--- config.mk ---
export PLATFORM = sky130hd
export DESIGN_NAME = pc_sequencer
export DESIGN_NICKNAME = d
export VERILOG_FILES = /design/src/rtl/pc_sequencer.sv
export SDC_FILE = /design/constraint.sdc
export NUM_CORES = 1
export LEC_CHECK = 0
export BUFFER_PORTS_ARGS = -buffer_cell sky130_fd_sc_hd__buf_2
export CELL_PAD_IN_SITES_DETAIL_PLACEMENT = 2
export CELL_PAD_IN_SITES_GLOBAL_PLACEMENT = 2
export CORE_UTILIZATION = 26
export DETAILED_ROUTE_END_ITERATION = 12
export PLACE_DENSITY_LB_ADDON = 0.1
export SLEW_MARGIN = 10
export SYNTH_ARGS = -nofsm -noshare
export SYNTH_HDL_FRONTEND = slang
export SYNTH_SLANG_ARGS = --single-unit
--- constraint.sdc ---
create_clock -name clk -period 6 [get_ports clk]
set_input_delay 1.2 -clock clk [delete_from_list [all_inputs] [get_ports clk]]
set_output_delay 1.2 -clock clk [all_outputs]
set_load 0.005 [all_outputs]
--- src/rtl/pc_sequencer.sv ---
// pc_sequencer: program-counter sequencer with redirect, halt, stall and
// one-cycle pipeline flush after every taken redirect.
//
// Optional feature: define PC_MISALIGN_TRAP_EN to trap misaligned redirect
// targets. With the macro on, a redirect whose target has bits [1:0] != 00
// holds pc, enters HALTED and sets the sticky misalign flag. With the macro
// off, the low two target bits are cleared and misalign is tied to 0.
//
// Ports
//   clk          single clock, rising edge
//   rst          synchronous active-high reset
//   branch[1:0]  11 branch/JAL target, 01 JALR target, 10 PC+4, 00 hold/halt
//   target_br    PC+offset target for branch/JAL
//   target_jalr  rs1+imm target for JALR (bit 0 is always cleared)
//   stall        hazard stall, holds pc while running sequentially
//   resume       restart request while halted
//   pc           current fetch address (registered)
//   pc_plus4     pc + 4 (combinational from pc)
//   flush        one-cycle squash of IF/ID and ID/EX, decoded from state
//   halted       high while in HALTED, decoded from state
//   misalign     sticky misaligned-target flag
//
// state  | meaning
// -------+-------------------------------------------------------------
// RUN    | normal fetch: redirect > halt > stall > sequential
// FLUSH  | redirect just taken; squash younger stages, advance pc by 4
// HALTED | pc frozen; only resume (or reset) leaves this state

module pc_sequencer #(
   parameter logic [31:0] RESET_PC = 32'h0000_0000
) (
   input  logic        clk,
   input  logic        rst,
   input  logic [1:0]  branch,
   input  logic [31:0] target_br,
   input  logic [31:0] target_jalr,
   input  logic        stall,
   input  logic        resume,
   output logic [31:0] pc,
   output logic [31:0] pc_plus4,
   output logic        flush,
   output logic        halted,
   output logic        misalign
);

   typedef enum logic [1:0] {
      ST_RUN    = 2'b00,
      ST_FLUSH  = 2'b01,
      ST_HALTED = 2'b10
   } state_t;

   state_t      r_state;
   state_t      w_state_nxt;
   logic [31:0] r_pc;
   logic [31:0] w_pc_nxt;
   logic [31:0] w_pc_plus4;
   logic [31:0] w_jalr;
   logic [31:0] w_target_raw;
   logic [31:0] w_target;
   logic        w_redirect;
   logic        w_trap;

   // Both redirect encodings (11 and 01) have bit 0 set.
   assign w_redirect   = branch[0];
   assign w_jalr       = target_jalr & ~32'h0000_0001;
   assign w_target_raw = branch[1] ? target_br : w_jalr;
   assign w_pc_plus4   = r_pc + 32'd4;

`ifdef PC_MISALIGN_TRAP_EN
   logic r_misalign;
   logic w_misalign_set;

   assign w_target       = w_target_raw;
   assign w_trap         = w_redirect && (w_target_raw[1:0] != 2'b00);
   assign w_misalign_set = (r_state == ST_RUN) && w_trap;

   always_ff @(posedge clk) begin
      if (rst) begin
         r_misalign <= 1'b0;
      end else if (w_misalign_set) begin
         r_misalign <= 1'b1;
      end
   end

   assign misalign = r_misalign;
`else
   assign w_target = w_target_raw & ~32'h0000_0003;
   assign w_trap   = 1'b0;
   assign misalign = 1'b0;
`endif

   // State register
   always_ff @(posedge clk) begin
      if (rst) begin
         r_state <= ST_RUN;
         r_pc    <= RESET_PC;
      end else begin
         r_state <= w_state_nxt;
         r_pc    <= w_pc_nxt;
      end
   end

   // Next-state logic
   always_comb begin
      w_state_nxt = r_state;
      w_pc_nxt    = r_pc;
      case (r_state)
         ST_RUN: begin
            if (w_redirect) begin
               if (w_trap) begin
                  w_state_nxt = ST_HALTED;
               end else begin
                  w_pc_nxt    = w_target;
                  w_state_nxt = ST_FLUSH;
               end
            end else if (branch == 2'b00) begin
               w_state_nxt = ST_HALTED;
            end else if (!stall) begin
               w_pc_nxt = w_pc_plus4;
            end
         end
         ST_FLUSH: begin
            w_pc_nxt    = w_pc_plus4;
            w_state_nxt = ST_RUN;
         end
         ST_HALTED: begin
            if (resume) begin
               w_pc_nxt    = w_pc_plus4;
               w_state_nxt = ST_RUN;
            end
         end
         default: begin
            w_state_nxt = ST_RUN;
         end
      endcase
   end

   // Outputs depend on registered state only
   always_comb begin
      pc       = r_pc;
      pc_plus4 = w_pc_plus4;
      flush    = (r_state == ST_FLUSH);
      halted   = (r_state == ST_HALTED);
   end

endmodule

== After elaboration in Yosys (flattened, before gate mapping) ==
Index checks and enable logic that the tools add are counted.

* Logic and storage cells: 24
* Output and inout bits: 67
* Bits in registers: 34

* $add $sub $neg: 1
* Equality and inequality tests: 6
* Reductions and logical operators: 5
* Multiplexer cells: 10

{| class="wikitable"
|+ Operators by type and width
! cell !! count
|-
| $mux W32 || 5
|-
| $pmux W32 S3 || 1
|-
| $add A32 B3 Y32 const B || 1
|-
| $ne A3 B3 Y1 const B || 3
|-
| $mux W2 || 3
|-
| $logic_not A2 Y1 || 2
|-
| $pmux W2 S2 || 1
|-
| $reduce_and A4 Y1 || 1
|-
| $reduce_bool A3 Y1 || 1
|-
| $eq A2 B1 Y1 const B || 1
|-
| $eq A2 B2 Y1 const B || 1
|-
| $ne A2 B2 Y1 const B || 1
|-
| $reduce_and A2 Y1 || 1
|}

== Logic depth before layout (Yosys ltp) ==
Gate-level depths: netlist of the first run.

* Depth in word-level cells: 5
* Mapped depth: 9

== Worst setup path after synthesis of the first run ==
Ideal clock, no wire load.

* Kind: register to output
* Start point: reg r_pc[2] (netlist: pc[2])
* End point: out pc_plus4[22]
* Stages on the path, launching flop included: 6
* Data required time: 4.800 ns
* Buffers on the path: 0
* Setup slack: 2.907 ns
* Arrival time: 1.893 ns
* Path through: dfxtp_1 ha_1 nand2_1 nor4_1 and3_1 xnor2_1

* Cells in the longest elaborated chain, start to end: 1

{| class="wikitable"
|+ RTL lines
! element !! RTL line !! source
|-
| from (decl) || 54 || <nowiki>logic [31:0] r_pc;</nowiki>
|-
| from (signal assigned) || 99 || <nowiki>r_pc <= w_pc_nxt;</nowiki>
|-
| $add A32 B3 Y32 || 67 || <nowiki>assign w_pc_plus4 = r_pc + 32'd4;</nowiki>
|-
| to (decl) || 40 || <nowiki>output logic [31:0] pc_plus4,</nowiki>
|}

Every way passes these cells.

== Worst setup path in the final report of the first run ==
* Start point: reg r_pc[2] (netlist: pc[2])
* End point: out pc_plus4[16]

Same word-level chain as after synthesis.

==> results of run 1 <==
routing by layer:
layer | global-route usage [%] | part of all wire (%) | up-vias
met1 | 24.2 | 45 | 1613
li1 | - | - | 1574
met4 | 3.87 | 0.75 | 0
met2 | 36.6 | 49 | 85
met5 | 0 | 0 | -
met3 | 3.40 | 4.6 | 8
per-stage QoR:
step | hold WS [ns] | area, sq um | power [uW]
2_1_floorplan | 0.510 | 2820 | 426
3_3_place_gp | 0.529 | 3480 | 526
3_5_place_dp | 0.540 | 3480 | 535
4_1_cts | 0.551 | 3570 | 719
5_1_grt | 0.581 | 3570 | 761
6_report | 0.543 | 3570 | 708
logic make-up after synthesis:
family	synth area share (%)
simple gates	28.9
compound gates	20.0
buf+inv	7.24
flops	22.9
mux	10.4
xor+xnor	8.75
fa+ha+maj	1.79
other cells	0.134
worst min-delay path, stage by stage, from the launching register on:
cell      delay [ns]
dfxtp_1         0.32
a21oi_1         0.12
a211oi_1        0.06
synthesized netlist by cell type, types with 10 or more instances:
| library cell | instances | area (sq um) |
|---|---|---|
| nor2_1 | 34 | 128 |
| nand4_1 | 16 | 100 |
| o21ai_0 | 22 | 110 |
| a21oi_1 | 29 | 145 |
| xnor2_1 | 18 | 158 |
| a31oi_1 | 13 | 81.3 |
| xor2_1 | 10 | 87.6 |
| nor3_1 | 16 | 80.1 |
| dfxtp_1 | 32 | 641 |
| nand3_1 | 18 | 90.1 |
| clkbuf_1 | 26 | 97.6 |
| mux2i_1 | 29 | 290 |
| nand2_1 | 22 | 82.6 |
flip-flops by register name, summed over array words and instances (netlist names):
| signal | cells |
|---|---|
| r_state | 2 |
| pc | 30 |
cell type report:
cell class | count | area share [%]
Sequential cell | 32 | 17.9
Clock buffer | 8 | 2.52
Multi-Input combinational cell | 303 | 55.7
Tap cell | 136 | 4.77
Inverter | 8 | 0.841
Timing Repair Buffer | 129 | 18.2
where the power goes:
group / total, uW / switching, uW / leakage (uW) / internal, uW
sequential: 284 / 48.9 / 0.000262 / 235
clock: 182 / 88.7 / 0.0000455 / 93.8
combinational: 242 / 135 / 0.00130 / 107
how the worst max path moves through the flow:
stage / endpoint / slack (ns) / startpoint / depth (start not counted)
floorplan: pc_plus4[22] / 2.91 / pc[2] / 5
global placement: pc[14] / 2.42 / branch[1] / 5
detailed placement: pc[13] / 2.33 / branch[1] / 5
CTS: pc_plus4[16] / 2.21 / pc[2] / 6
global route: pc_plus4[18] / 1.92 / pc[2] / 6
finish: pc_plus4[16] / 2.22 / pc[2] / 6
==> results.cfg, run 1 <==
[clocking]
cts_root_buf = clkbuf_8
clk_latency_ns = 0.28
cts_tree = built
clk_pin_slew_ns = 0.07
cts-hold-fix-buffers = 0
clock_path_buffers = 2
h-tree-depth = 2
clkSinkCount = 32
cts_made_buffers = 5
cts_resized = 0
cts_setup_buffers = 0

[die]
start_util_pct = 27.0
core_area_sq_um = 10400
boundaryPins = 137
row_count = 37
die_area_sq_um = 11200
die_x_um = 106
die_h_um = 106

[pwr]
peakVddDrop_uv = 68.1
p_leak_uw = 0.00161
powerDensity_nw_per_um2 = 198

[critical_path]
endpoint_kind = output port
path_delay_family = simple AND/OR/NAND/NOR gates
path_buf_inv = 1
required_ns = 4.80
cp.arrival_ns = 2.58
crit_chain = ha_1 -> nand2_1 -> nor4_1 -> nand3_1 -> xnor2_1 -> buf_2
reg2reg_from = pc[2]
r2r_end = pc[20]
r2r_cells = 6
ff2ff_setup_slack_ns = 3.46
cpPeakStageDelay_ns = 0.77
cp_slowest_cell = nor4_1
crit_fanout = 9
worstSetupStartpointType = register
crit_type = register to output port

[detailed_routing]
drc = 0
wl_mm = 10.7
wl_per_cell_um = 17.4
first_pass_iters = 4
postRouteAntennaNets = 0
vias_per_cell = 5.32
drtIter0Drc = 82
vias = 3280

[logic_synthesis]
synthFlopType = dfxtp_1
syn-cell-area_sq_um = 2800
synth_async_sr_flop_share_pct = 0
synthCells = 379
synth.yosys.seq_area_share_pct = 22.9
avgSynthCellArea_sq_um = 7.39
ys_types = 48
synth.ff_latch_count = 32
yosys_warnings = 0
synth_edf_count = 0

[finish]
final_cell_mix = buf_2, nor2_1, dfxtp_1
area_delta_synth_final_pct = 27.5
final_common_cell = buf_2
instances_no_fill = 616
multi_input_area_sq_um = 1990
antenna_cells = 0
nFillCells = 1302
finalNetCount = 553
drive_gt1_share_pct = 31.3
finalCoreUtilization_pct = 34.4
seqCellArea_sq_um = 641

[timing]
max_freq_mhz = 264
min_period_over_period_pct = 63.1
slew_viol_final = 0
setup_viol = 0
fin_crit_ns = 3.78
timing.setup.tns_ns = 0
slew_headroom_pct = 31.0
worst-slew-pin-transition_ns = 1.03
rsz0062_at_grt = no
fin_skew_ns = 0.00507
hold_violations = 0
setup_slack_ns = 2.22

[grt]
grt_max_degree = 45
first_global_vias = 3481
grt_pass1_wl_mm = 17.9
antenna_found_initial = 0
overflow = 0
track_usage_pct = 19.9

[flow_run]
cap_violations = 0

[status]
status = finished clean

[min_path]
min_to = r_state[1]
hold_depth = 2
hp-class = register to register
min_from = r_state[1]

[place]
dp_cells = 608
port_buffers = 127
gp_congestion = 0.705
place_ws_ns = 2.33
dp_hpwl_mm = 7.50
(Power assumes the default switching activity.)
==> inputs of run 2 (changes only) <==
CORE_UTILIZATION = 24   (was 26)
clock period = 3.5 ns   (was 6 ns; I/O delays follow)
==> run 2 against run 1 <==
Compared with the run above:
- wire length grew 3.4%
- register-to-register slack got worse by 2.4 ns
- sequential share of layout area shrank 0.88 points
- cell count rose by 2.9%
- sequential cell count unchanged
- global-route usage down 1.3 points
- sequential power up 71%
- worst hold slack better by 0.013 ns
- clock skew up 0.0030 ns
- critical endpoint is now pc_plus4[24]
==> results.cfg, run 2 (synthesis gave the netlist of run 1 again) <==
[die]
row_count = 39
start_util_pct = 24.5
die_x_um = 110
boundaryPins = 137
die_area_sq_um = 12100
die_h_um = 110
core_area_sq_um = 11400

[critical_path]
required_ns = 2.80
crit_type = register to output port
endpoint_kind = output port
worstSetupStartpointType = register
cp.arrival_ns = 2.36
crit_fanout = 9

[clocking]
cts_tree = built
cts_made_buffers = 5
cts_resized = 0
h-tree-depth = 2
clkSinkCount = 32
cts_setup_buffers = 0
clk_pin_slew_ns = 0.06
cts-hold-fix-buffers = 0
cts_root_buf = clkbuf_16
clk_latency_ns = 0.28
clock_path_buffers = 2

[finish]
seqCellArea_sq_um = 641
largest_reg_flops = 30
nFillCells = 1370
finalNetCount = 564
area_delta_synth_final_pct = 34.0
final_common_cell = buf_2
antenna_cells = 0
multi_input_area_sq_um = 1990
drive_gt1_share_pct = 33.2
final_cell_mix = buf_2, nor2_1, dfxtp_1

[timing]
rsz0062_at_grt = no
slew_viol_final = 0
whs_ns = 0.556
slew_headroom_pct = 36.2
worst-slew-pin-transition_ns = 0.957
hold_violations = 0
min_period_over_period_pct = 87.4
setup_viol = 0
timing.setup.tns_ns = 0
max_freq_mhz = 327
fin_crit_ns = 3.06
fin_skew_ns = 0.00805

[pwr]
p_leak_uw = 0.00171
peakVddDrop_uv = 225
powerDensity_nw_per_um2 = 390

[grt]
first_global_vias = 3267
grt_pass1_wl_mm = 17.3
grt_max_degree = 33
antenna_found_initial = 0
track_usage_pct = 18.6
overflow = 0

[place]
port_buffers = 127
gp_congestion = 0.722
dp_hpwl_mm = 8.24

[detailed_routing]
drtIter0Drc = 65
vias_per_cell = 5.13
wl_per_cell_um = 17.5
postRouteAntennaNets = 0
wl_mm = 11.1
drc = 0
vias = 3251
first_pass_iters = 4

[status]
status = finished clean

[min_path]
hp-class = register to register

[flow_run]
cap_violations = 0
[run 2: cell types whose count changed in the layout (fill, tap and decap cells not counted)]
cell and delta:
clkbuf_16 +5, clkbuf_1 -2, clkbuf_8 -4, bufinv_16 +1
buf_4 +11
[run 2: stage by stage]
| step | cell area, sq um | power, uW | util, % | instances | setup slack (ns) |
|---|---|---|---|---|---|
| floorplan | 2820 | 730 | - | 383 | 0.907 |
| global placement | 3570 | 920 | 31.3 | 626 | 0.774 |
| detailed placement | 3570 | 934 | 31.3 | 626 | 0.732 |
| CTS | 3750 | 1490 | 32.9 | 634 | 0.418 |
| global route | 3750 | 1560 | 32.9 | 634 | 0.254 |
| finish | 3750 | 1460 | 32.9 | 634 | 0.440 |
[run 2: worst max-delay path, stage by stage (launching register included)]
cell and delay [ns]:
dfxtp_1 0.52, ha_1 0.32, nand2_1 0.25, nor2_2 0.17, nand4_1 0.27, nor2_1 0.21
xor2_1 0.19, buf_2 0.14
[run 2: area by class of cell]
cell class / count / share of cell area (%)
Multi-Input combinational cell: 303 / 53.0
Tap cell: 143 / 4.77
Sequential cell: 32 / 17.1
Clock buffer: 7 / 4.07
Timing Repair Buffer: 140 / 19.5
Clock inverter: 1 / 0.800
Inverter: 8 / 0.800
[run 2: path summary, 6_finish.rpt]
kind | depth (start not counted) | startpoint | slack, ns | end
setup / recovery | 7 | pc[2] | 0.44 | pc_plus4[24]
setup reg to reg | 7 | pc[2] | 1.04 | pc[30]
hold reg to reg | 2 | pc[31] | 0.56 | pc[31]
hold / removal | 2 | pc[31] | 0.56 | pc[31]
[run 2: metal layers]
metal / track usage, % / wire length, um / share of wire, %
met5: 0 / 0 / 0
met4: 4.57 / 149 / 1.3
met3: 3.17 / 457 / 4.1
met2: 32.3 / 5440 / 49
met1: 23.8 / 5050 / 45
[run 2: where the power goes]
part           switching (uW)  internal (uW)
sequential               81.2            403
clock                     173            375
combinational             238            194
